## src/rtl/cache_ctrl.sv

```systemverilog
// cache_ctrl: set-associative, write-through, no-write-allocate cache controller
// with true-LRU replacement. Each block holds one 24-bit word.
//
// Ports:
//   clk, rst             clock (rising edge), synchronous active-high reset
//   cpu_req/we/addr/wdata CPU request; accepted when cpu_ready is high
//   cpu_ready            high only while idle
//   cpu_done             one-cycle completion pulse; cpu_hit/cpu_rdata valid with it
//   mem_req/we/addr/wdata backing-memory request, held until mem_ack
//   mem_rdata, mem_ack   memory read data and completion
//   hit_cnt, miss_cnt    wrapping counters of read hits and read misses
module cache_ctrl #(
  parameter int unsigned WAYS     = 4,
  parameter int unsigned NUM_SETS = 16
) (
  input  logic        clk,
  input  logic        rst,
  input  logic        cpu_req,
  input  logic        cpu_we,
  input  logic [23:0] cpu_addr,
  input  logic [23:0] cpu_wdata,
  output logic        cpu_ready,
  output logic        cpu_done,
  output logic [23:0] cpu_rdata,
  output logic        cpu_hit,
  output logic        mem_req,
  output logic        mem_we,
  output logic [23:0] mem_addr,
  output logic [23:0] mem_wdata,
  input  logic [23:0] mem_rdata,
  input  logic        mem_ack,
  output logic [15:0] hit_cnt,
  output logic [15:0] miss_cnt
);

  localparam int unsigned IdxW = $clog2(NUM_SETS);
  localparam int unsigned AgeW = $clog2(WAYS);
  localparam int unsigned TagW = 24 - 3 - IdxW;

  typedef enum logic [2:0] {
    StIdle,
    StLookup,
    StMemRd,
    StMemWr,
    StFill,
    StResp
  } state_e;

  state_e r_state, w_state_next;

  // Latched request
  logic        r_we;
  logic [23:0] r_addr;
  logic [23:0] r_wdata;

  // Cache arrays
  logic [WAYS-1:0] r_valid [NUM_SETS];
  logic [TagW-1:0] r_tag   [NUM_SETS][WAYS];
  logic [23:0]     r_data  [NUM_SETS][WAYS];
  logic [AgeW-1:0] r_age   [NUM_SETS][WAYS];

  // Per-transaction results
  logic            r_hit;
  logic [AgeW-1:0] r_way;
  logic [23:0]     r_rdata;
  logic [15:0]     r_hit_cnt;
  logic [15:0]     r_miss_cnt;

  logic [IdxW-1:0] w_idx;
  logic [TagW-1:0] w_tag;
  logic            w_hit;
  logic [AgeW-1:0] w_hit_way;
  logic            w_found_inv;
  logic [AgeW-1:0] w_victim;
  logic            w_touch;
  logic [AgeW-1:0] w_touch_way;

  assign w_idx = r_addr[3 +: IdxW];
  assign w_tag = r_addr[23 -: TagW];

  // Tag compare across all ways of the indexed set
  always_comb begin
    w_hit     = 1'b0;
    w_hit_way = '0;
    for (int i = 0; i < WAYS; i++) begin
      if (!w_hit && r_valid[w_idx][i] && (r_tag[w_idx][i] == w_tag)) begin
        w_hit     = 1'b1;
        w_hit_way = AgeW'(i);
      end
    end
  end

  // Victim: lowest invalid way, otherwise the least recently used one
  always_comb begin
    w_found_inv = 1'b0;
    w_victim    = '0;
    for (int i = 0; i < WAYS; i++) begin
      if (!w_found_inv && !r_valid[w_idx][i]) begin
        w_found_inv = 1'b1;
        w_victim    = AgeW'(i);
      end
    end
    if (!w_found_inv) begin
      for (int i = 0; i < WAYS; i++) begin
        if (r_age[w_idx][i] == AgeW'(WAYS - 1)) begin
          w_victim = AgeW'(i);
        end
      end
    end
  end

  // LRU promotion happens on any lookup hit and on every fill
  always_comb begin
    w_touch     = 1'b0;
    w_touch_way = '0;
    if (r_state == StLookup && w_hit) begin
      w_touch     = 1'b1;
      w_touch_way = w_hit_way;
    end else if (r_state == StFill) begin
      w_touch     = 1'b1;
      w_touch_way = r_way;
    end
  end

  // FSM state register
  always_ff @(posedge clk) begin
    if (rst) begin
      r_state <= StIdle;
    end else begin
      r_state <= w_state_next;
    end
  end

  // FSM next state
  always_comb begin
    w_state_next = r_state;
    case (r_state)
      StIdle:   if (cpu_req) w_state_next = StLookup;
      StLookup: begin
        if (r_we) begin
          w_state_next = StMemWr;
        end else if (w_hit) begin
          w_state_next = StResp;
        end else begin
          w_state_next = StMemRd;
        end
      end
      StMemRd:  if (mem_ack) w_state_next = StFill;
      StMemWr:  if (mem_ack) w_state_next = StResp;
      StFill:   w_state_next = StResp;
      StResp:   w_state_next = StIdle;
      default:  w_state_next = StIdle;
    endcase
  end

  // Datapath, arrays and counters
  always_ff @(posedge clk) begin
    if (rst) begin
      r_we       <= 1'b0;
      r_addr     <= '0;
      r_wdata    <= '0;
      r_hit      <= 1'b0;
      r_way      <= '0;
      r_rdata    <= '0;
      r_hit_cnt  <= '0;
      r_miss_cnt <= '0;
      for (int s = 0; s < NUM_SETS; s++) begin
        r_valid[s] <= '0;
        for (int i = 0; i < WAYS; i++) begin
          r_age[s][i] <= AgeW'(i);
        end
      end
    end else begin
      if (w_touch) begin
        for (int i = 0; i < WAYS; i++) begin
          if (r_age[w_idx][i] < r_age[w_idx][w_touch_way]) begin
            r_age[w_idx][i] <= r_age[w_idx][i] + AgeW'(1);
          end
        end
        r_age[w_idx][w_touch_way] <= '0;
      end

      case (r_state)
        StIdle: begin
          if (cpu_req) begin
            r_we    <= cpu_we;
            r_addr  <= cpu_addr;
            r_wdata <= cpu_wdata;
          end
        end
        StLookup: begin
          r_hit   <= w_hit;
          r_way   <= w_hit ? w_hit_way : w_victim;
          r_rdata <= '0;
          if (w_hit) begin
            if (r_we) begin
              r_data[w_idx][w_hit_way] <= r_wdata;
            end else begin
              r_rdata   <= r_data[w_idx][w_hit_way];
              r_hit_cnt <= r_hit_cnt + 16'd1;
            end
          end
        end
        StMemRd: begin
          if (mem_ack) begin
            r_rdata <= mem_rdata;
          end
        end
        StFill: begin
          r_valid[w_idx][r_way] <= 1'b1;
          r_tag[w_idx][r_way]   <= w_tag;
          r_data[w_idx][r_way]  <= r_rdata;
          r_miss_cnt            <= r_miss_cnt + 16'd1;
        end
        default: ;
      endcase
    end
  end

  // Outputs decoded from state and registers only
  assign cpu_ready = (r_state == StIdle);
  assign cpu_done  = (r_state == StResp);
  assign cpu_hit   = cpu_done & r_hit;
  assign cpu_rdata = cpu_done ? r_rdata : '0;
  assign mem_req   = (r_state == StMemRd) || (r_state == StMemWr);
  assign mem_we    = (r_state == StMemWr);
  assign mem_addr  = r_addr;
  assign mem_wdata = r_wdata;
  assign hit_cnt   = r_hit_cnt;
  assign miss_cnt  = r_miss_cnt;

endmodule

```

## config.mk

```make
export PLATFORM = sky130hd
export DESIGN_NAME = cache_ctrl
export DESIGN_NICKNAME = d
export VERILOG_FILES = /design/src/rtl/cache_ctrl.sv
export SDC_FILE = /design/constraint.sdc
export NUM_CORES = 2
export LEC_CHECK = 0
export BUFFER_PORTS_ARGS = -buffer_cell sky130_fd_sc_hd__buf_2
export CORE_UTILIZATION = 30
export DETAILED_ROUTE_END_ITERATION = 6
export PLACE_DENSITY = 0.48
export REMOVE_ABC_BUFFERS = 1
export SYNTH_ARGS = -nofsm -noshare
export SYNTH_HDL_FRONTEND = slang
export SYNTH_SLANG_ARGS = --single-unit
export TNS_END_PERCENT = 5
```

## constraint.sdc

```tcl
create_clock -name clk -period 14.6 [get_ports clk]
set_clock_uncertainty 0.15 [all_clocks]
set_input_delay 0.73 -clock clk [delete_from_list [all_inputs] [get_ports clk]]
set_output_delay 0.73 -clock clk [all_outputs]
set_load 0.02 [all_outputs]
```

# ---- After elaboration in Yosys (flattened, before gate mapping)
# Memories as Yosys holds them, arrays and structs flattened. A register that Yosys moved wholly into a read port is not among the register bits.
# Index checks and enable logic that the tools add are counted.
# W data, S select, Z words.
dict set report word_totals {
  regBits 111
  ram_bits 2816
  input_bits 77
  out_inout_bits 109
  word_cells 387
  n_memories 4
}
dict set report classes {
  add_sub_neg 6
  order_cmp 12
  eq_ne 16
  mux 199
  bitwise 109
  reduce_logical 32
}
# memory words word_bits rd rd_clocked_by_memory_dff write_ports line_no
set mem_list {}
lappend mem_list {r_data 16 96 1 1 1 59} ;# logic [23:0] r_data [NUM_SETS][WAYS];
lappend mem_list {r_tag 16 68 1 1 1 58} ;# logic [TagW-1:0] r_tag [NUM_SETS][WAYS];
lappend mem_list {r_age 16 8 1 1 16 60} ;# logic [AgeW-1:0] r_age [NUM_SETS][WAYS];
lappend mem_list {r_valid 16 4 1 1 16 57} ;# logic [WAYS-1:0] r_valid [NUM_SETS];
# cell n
set ops {}
lappend ops {{$mux W24} 8}
lappend ops {{$mux W96} 2}
lappend ops {{$mux W1} 142}
lappend ops {{$or A1 B1 Y1} 104}
lappend ops {{$demux W24 S2} 2}
lappend ops {{$eq A17 B17 Y1} 4}
lappend ops {{$mux W68} 1}
lappend ops {{$mux W4} 13}
lappend ops {{$bmux W24 S2} 1}
lappend ops {{$pmux W24 S2} 1}
lappend ops {{$demux W17 S2} 1}
lappend ops {{$add A16 B1 Y16 const B} 2}
lappend ops {{$mux W2} 15}
lappend ops {{$mux W8} 3}
lappend ops {{$mux W17} 1}
lappend ops {{$logic_and A1 B1 Y1} 15}
lappend ops {{$mux W3} 5}
lappend ops {{$pmux W3 S5} 1}
lappend ops {{$ge A3 B3 Y1 const B} 3}
lappend ops {{$lt A3 B1 Y1 const B} 3}
lappend ops {{$not A2 Y3} 3}
lappend ops {{$add A2 B1 Y2 const B} 4}
lappend ops {{$eq A2 B2 Y1 const B} 4}
lappend ops {{$logic_not A1 Y1} 8}
lappend ops {{20 further kinds} 28}

# ---- Logic depth before layout (Yosys ltp)
dict set report logic_depth {
  word_depth 29
  depth_mapped 23
  depth_no_buf 13
}

# ---- Worst setup path before layout
# OpenSTA, ideal clock, no wires.
dict set report synth_timing {
  path_kind {register -> register}
  from {register r_addr[17] (netlist: mem_addr[17])}
  to {memory r_data[0][24] in the netlist's numbering (enable)}
  setup_ns 0.405
  arrival_ns 5.129
  required_time_ns 14.045
  path_slack_ns 8.917
  path_stages_with_launch 12
  n_path_buf 2
  synth_period_minus_slack_ns 5.683
  cell_sequence {dfxtp_1 clkbuf_1 and4b_1 or4_1 o21ba_2 o2111ai_1 nor3b_1 nor4_1 or3_1 o21a_1 clkbuf_1 nor2_1}
}
dict set report synth_via {
  elab_chain_cells 22
  elab_cells_between_ends 32
  classes_between {order compare: 2; eq/ne: 4; mux: 13; bitwise: 2; reduce/logical: 11}
}
# item line_no
set synth_lines {}
lappend synth_lines {{from (decl)} 53} ;# logic [23:0] r_addr;
lappend synth_lines {{from (signal assigned)} 187} ;# r_addr <= cpu_addr;
lappend synth_lines {{$eq A17 B17 Y1} 86} ;# if (!w_hit && r_valid[w_idx][i] && (r_tag[w_idx][i] == w_tag)) begin
lappend synth_lines {{$logic_and A1 B1 Y1} 86}
lappend synth_lines {{$mux W1} 86}
lappend synth_lines {{$logic_not A1 Y1} 86}
lappend synth_lines {{$logic_and A1 B1 Y1 (2 in series)} 86}
lappend synth_lines {{$mux W1} 86}
lappend synth_lines {{$logic_not A1 Y1} 86}
lappend synth_lines {{$logic_and A1 B1 Y1 (2 in series)} 86}
lappend synth_lines {{(+4 left out)} --}
lappend synth_lines {{$mux W2} 86}
lappend synth_lines {{$not A2 Y3 (not written as such)} 197} ;# r_data[w_idx][w_hit_way] <= r_wdata;
lappend synth_lines {{$ge A3 B3 Y1 (not written as such) / $lt A3 B1 Y1 (equally long branches)} 197}
lappend synth_lines {{$logic_and A1 B1 Y1 (not written as such)} 197}
lappend synth_lines {{$mux W24 (not written as such)} 197}
lappend synth_lines {{$demux W24 S2} 197}
lappend synth_lines {{$mux W96 (not written as such) (*)} 197}
lappend synth_lines {{$or A1 B1 Y1 (no line) (*)} --}
lappend synth_lines {{to (decl)} 59}
# Mark *: on every way between the ends. The rest lies on a longest branch, timed or not.

==> reports/metrics.yaml <==
worst_setup_path_end_kind: "flip-flop"
syn_to_final_growth_pct: 16.14
cts_max_path_buffers: 4
critPathMaxFanout: 41
ios: 186
pre_cts_slack_ps: 6464
routed_wl_um: 363200
maxCapViolCount: 0
p_leak_nw: 42.64
final_common_cell: "edfxtp_1"
drt_iter0_drc: 5640
cts_root_buf: "clkbuf_16"
hpwl_um: 224600
synth_top_family_by_area: "multiplexers"
fmax_mhz: 123.5
synthCells: 6162
grt_pass1_wl_um: 508100
power_density_mw_per_mm2: 149.9
post_drt_via_cell_ratio: 5.163
path_cells: "buf_4 > buf_4 > buf_4 > mux4_2 > mux2i_1 > mux2i_1 > or4_1 > or3_1 > o2bb2ai_1 > nand3_1 > and3_1 > a41oi_1 > o41a_1 > nand3_1 > a21o_1"
synthAdderAreaFrac_pct: 0.07219
syn_avg_cell_area_um2: 19.13
yosys_warnings: 0
critPathRequiredTime_ps: 15110
worstSkewPairLatency_ps: 940
crit_type: "reg -> reg"
antenna_found_initial: 16
hold_viol: 0
cts_made_buffers: 331
grt_pass1_vias: 63340
fin_nets: 6598
die_h_um: 628.8
synth-simple-area-share_pct: 3.907
worst_ep_arrival_time_ps: 8610
cts_tree: "built"
synth-xor-area-share_pct: 0.6465
gr-total-overflow: 0
vias: 61960
post_cts_resized: 0
dr.pass1.iters: 6
setup_viol: 0
port_buffers: 185
ys_seq_area_share_pct: 73.16
worst_pin_slew_ps: 1411
gp_congestion: 0.8139
synth-seq-cells: 2931
synthArstFlopShare_pct: 0
vdd_drop_max_mv: 0.09828
yosysTopAreaCell: "edfxtp_1"
max_stage_delay_ps: 860
outcome: "completed"
cp_common_cell: "buf_4"
dieArea_mm2: 0.3954
synthTopCellsByArea: "edfxtp_1 70%, mux4_2 13%, dfxtp_1 3.0%, mux2i_1 2.1%, mux2_2 1.5%"
fin_setup_tns_ps: 0
clock_sinks: 2931
remaining_drc_errors: 0
cts-htree-levels: 5
synth_compound_area_share_pct: 3.608
start_util_pct: 30.22
synthFlopType: "edfxtp_1"
synth_top_area_share_pct: 70.12
clk_pin_slew_ps: 60
synthMuxAreaShare_pct: 16.67
period_minus_slack_ps: 8100
final_cell_mix: "2752 x edfxtp_1, 676 x mux4_2, 339 x clkbuf_16"
grt_max_degree: 119
cp-start-kind: "flip-flop"
ant_nets: 0
period_share_pct: 55.48
grt_setup_unrepaired: "false"
synth_edf_count: 2752
coreArea_mm2: 0.3900
hold_class: "in -> reg"
relSlewSlack_pct: 5.739
die_w_um: 628.8
setup_slack_ps: 6500
grtUsageTotal_pct: 18.00
syn-cell-area_mm2: 0.1179
layout-drive-gt1-share_pct: 27.72
fp-row-count: 229
nFillCells: 36380
crit_slowest_cell: "dfxtp_4"
yosysUniqueCellTypes: 103
wire_per_inst_um: 30.27
maxSlewViolCount: 0
==> cells by family (layout without fill, tap and decap cells) <==
| group | Yosys count | after routing |
|---|---|---|
| other | 0 | 10 |
| adder cells (fa/ha/maj) | 7 | 7 |
| buffers and inverters | 481 | 1112 |
| multiplexers | 1091 | 1091 |
| XOR/XNOR | 87 | 87 |
| flip-flops | 2931 | 2931 |
| AO/OA/AOI/OAI | 588 | 588 |
| AND/OR/NAND/NOR | 977 | 977 |
==> stage by stage <==
step | utilization [%] | hold WS [ps] | area (µm²) | total power, mW | cells
3_3_place_gp | 32.22 | 290.8 | 125700 | 12.53 | 11310
3_5_place_dp | 32.22 | 297.8 | 125700 | 12.56 | 11310
4_1_cts | 35.09 | 15.32 | 136900 | 20.73 | 11990
2_1_floorplan | - | 275.7 | 115900 | 12.30 | 5763
5_1_grt | 35.10 | 60.37 | 136900 | 21.12 | 11990
6_report | 35.10 | 63.94 | 136900 | 20.52 | 12000
==> flip-flops by register name (all words and copies together) (netlist names), 16 cells and up, named ones only <==
register / cells
r_rdata: 24
r_data: 1536
r_tag: 1088
mem_wdata: 24
mem_addr: 24
r_age: 128
hit_cnt: 16
r_valid: 64
miss_cnt: 16
==> what timing repair did <==
action,CTS,global route
setup buffers,0,0
hold buffers,68,0
endpoints found under the hold margin,71,0
==> layout make-up <==
type	instances	area, µm²	area share, %
sequential	2931	86270	63.03
multi-input combinational	2750	30300	22.14
clock buffer	419	8872	6.482
tap	5197	6502	4.750
timing repair buffer	419	2950	2.155
clock inverter	192	1642	1.199
inverter	82	317.8	0.2322
antenna	10	25.02	0.01828
==> per-layer routing <==
layer | wire length (µm) | up-vias | GRT usage (%)
met5 | 27 | - | 0
li1 | - | 25910 | -
met1 | 154500 | 33630 | 24.40
met2 | 180000 | 1964 | 30.49
met4 | 9883 | 4 | 4.777
met3 | 18830 | 450 | 2.263
==> where the power goes <==
part           switching (mW)  total [mW]  internal (mW)
Clock                    3.43        8.16           4.73
Sequential              0.251        9.72           9.47
Combinational            1.74        2.64          0.899
==> final timing paths <==
check	from	to	slack, ps	depth (start not counted)
setup reg to reg	flip-flop	r_age[0][1]	6500	15
hold reg to reg	mem_addr[1]	mem_addr[1]	310	2
hold / removal	rst	mem_wdata[22]	60	2
setup / recovery	flip-flop	r_age[0][1]	6500	15
==> cells in the mapped netlist (48+ instances only) <==
master    instances
nor2_1          338
buf_2           100
dfxtp_1         179
clkbuf_1        190
a21oi_1          96
nand3_1          70
inv_1            81
o22ai_1          90
mux4_2          676
nand2_1         276
a22oi_1          48
mux2_2          161
edfxtp_1       2752
mux2i_1         249
==> worst max-delay path, delay by kind of cell, from the launching register on <==
kind	cells	cell delay [ps]
compound gates	4	1160
buf+inv	3	1930
flops	1	860
mux	3	860
simple gates	5	2680
Power figures use the tool's default switching activity.
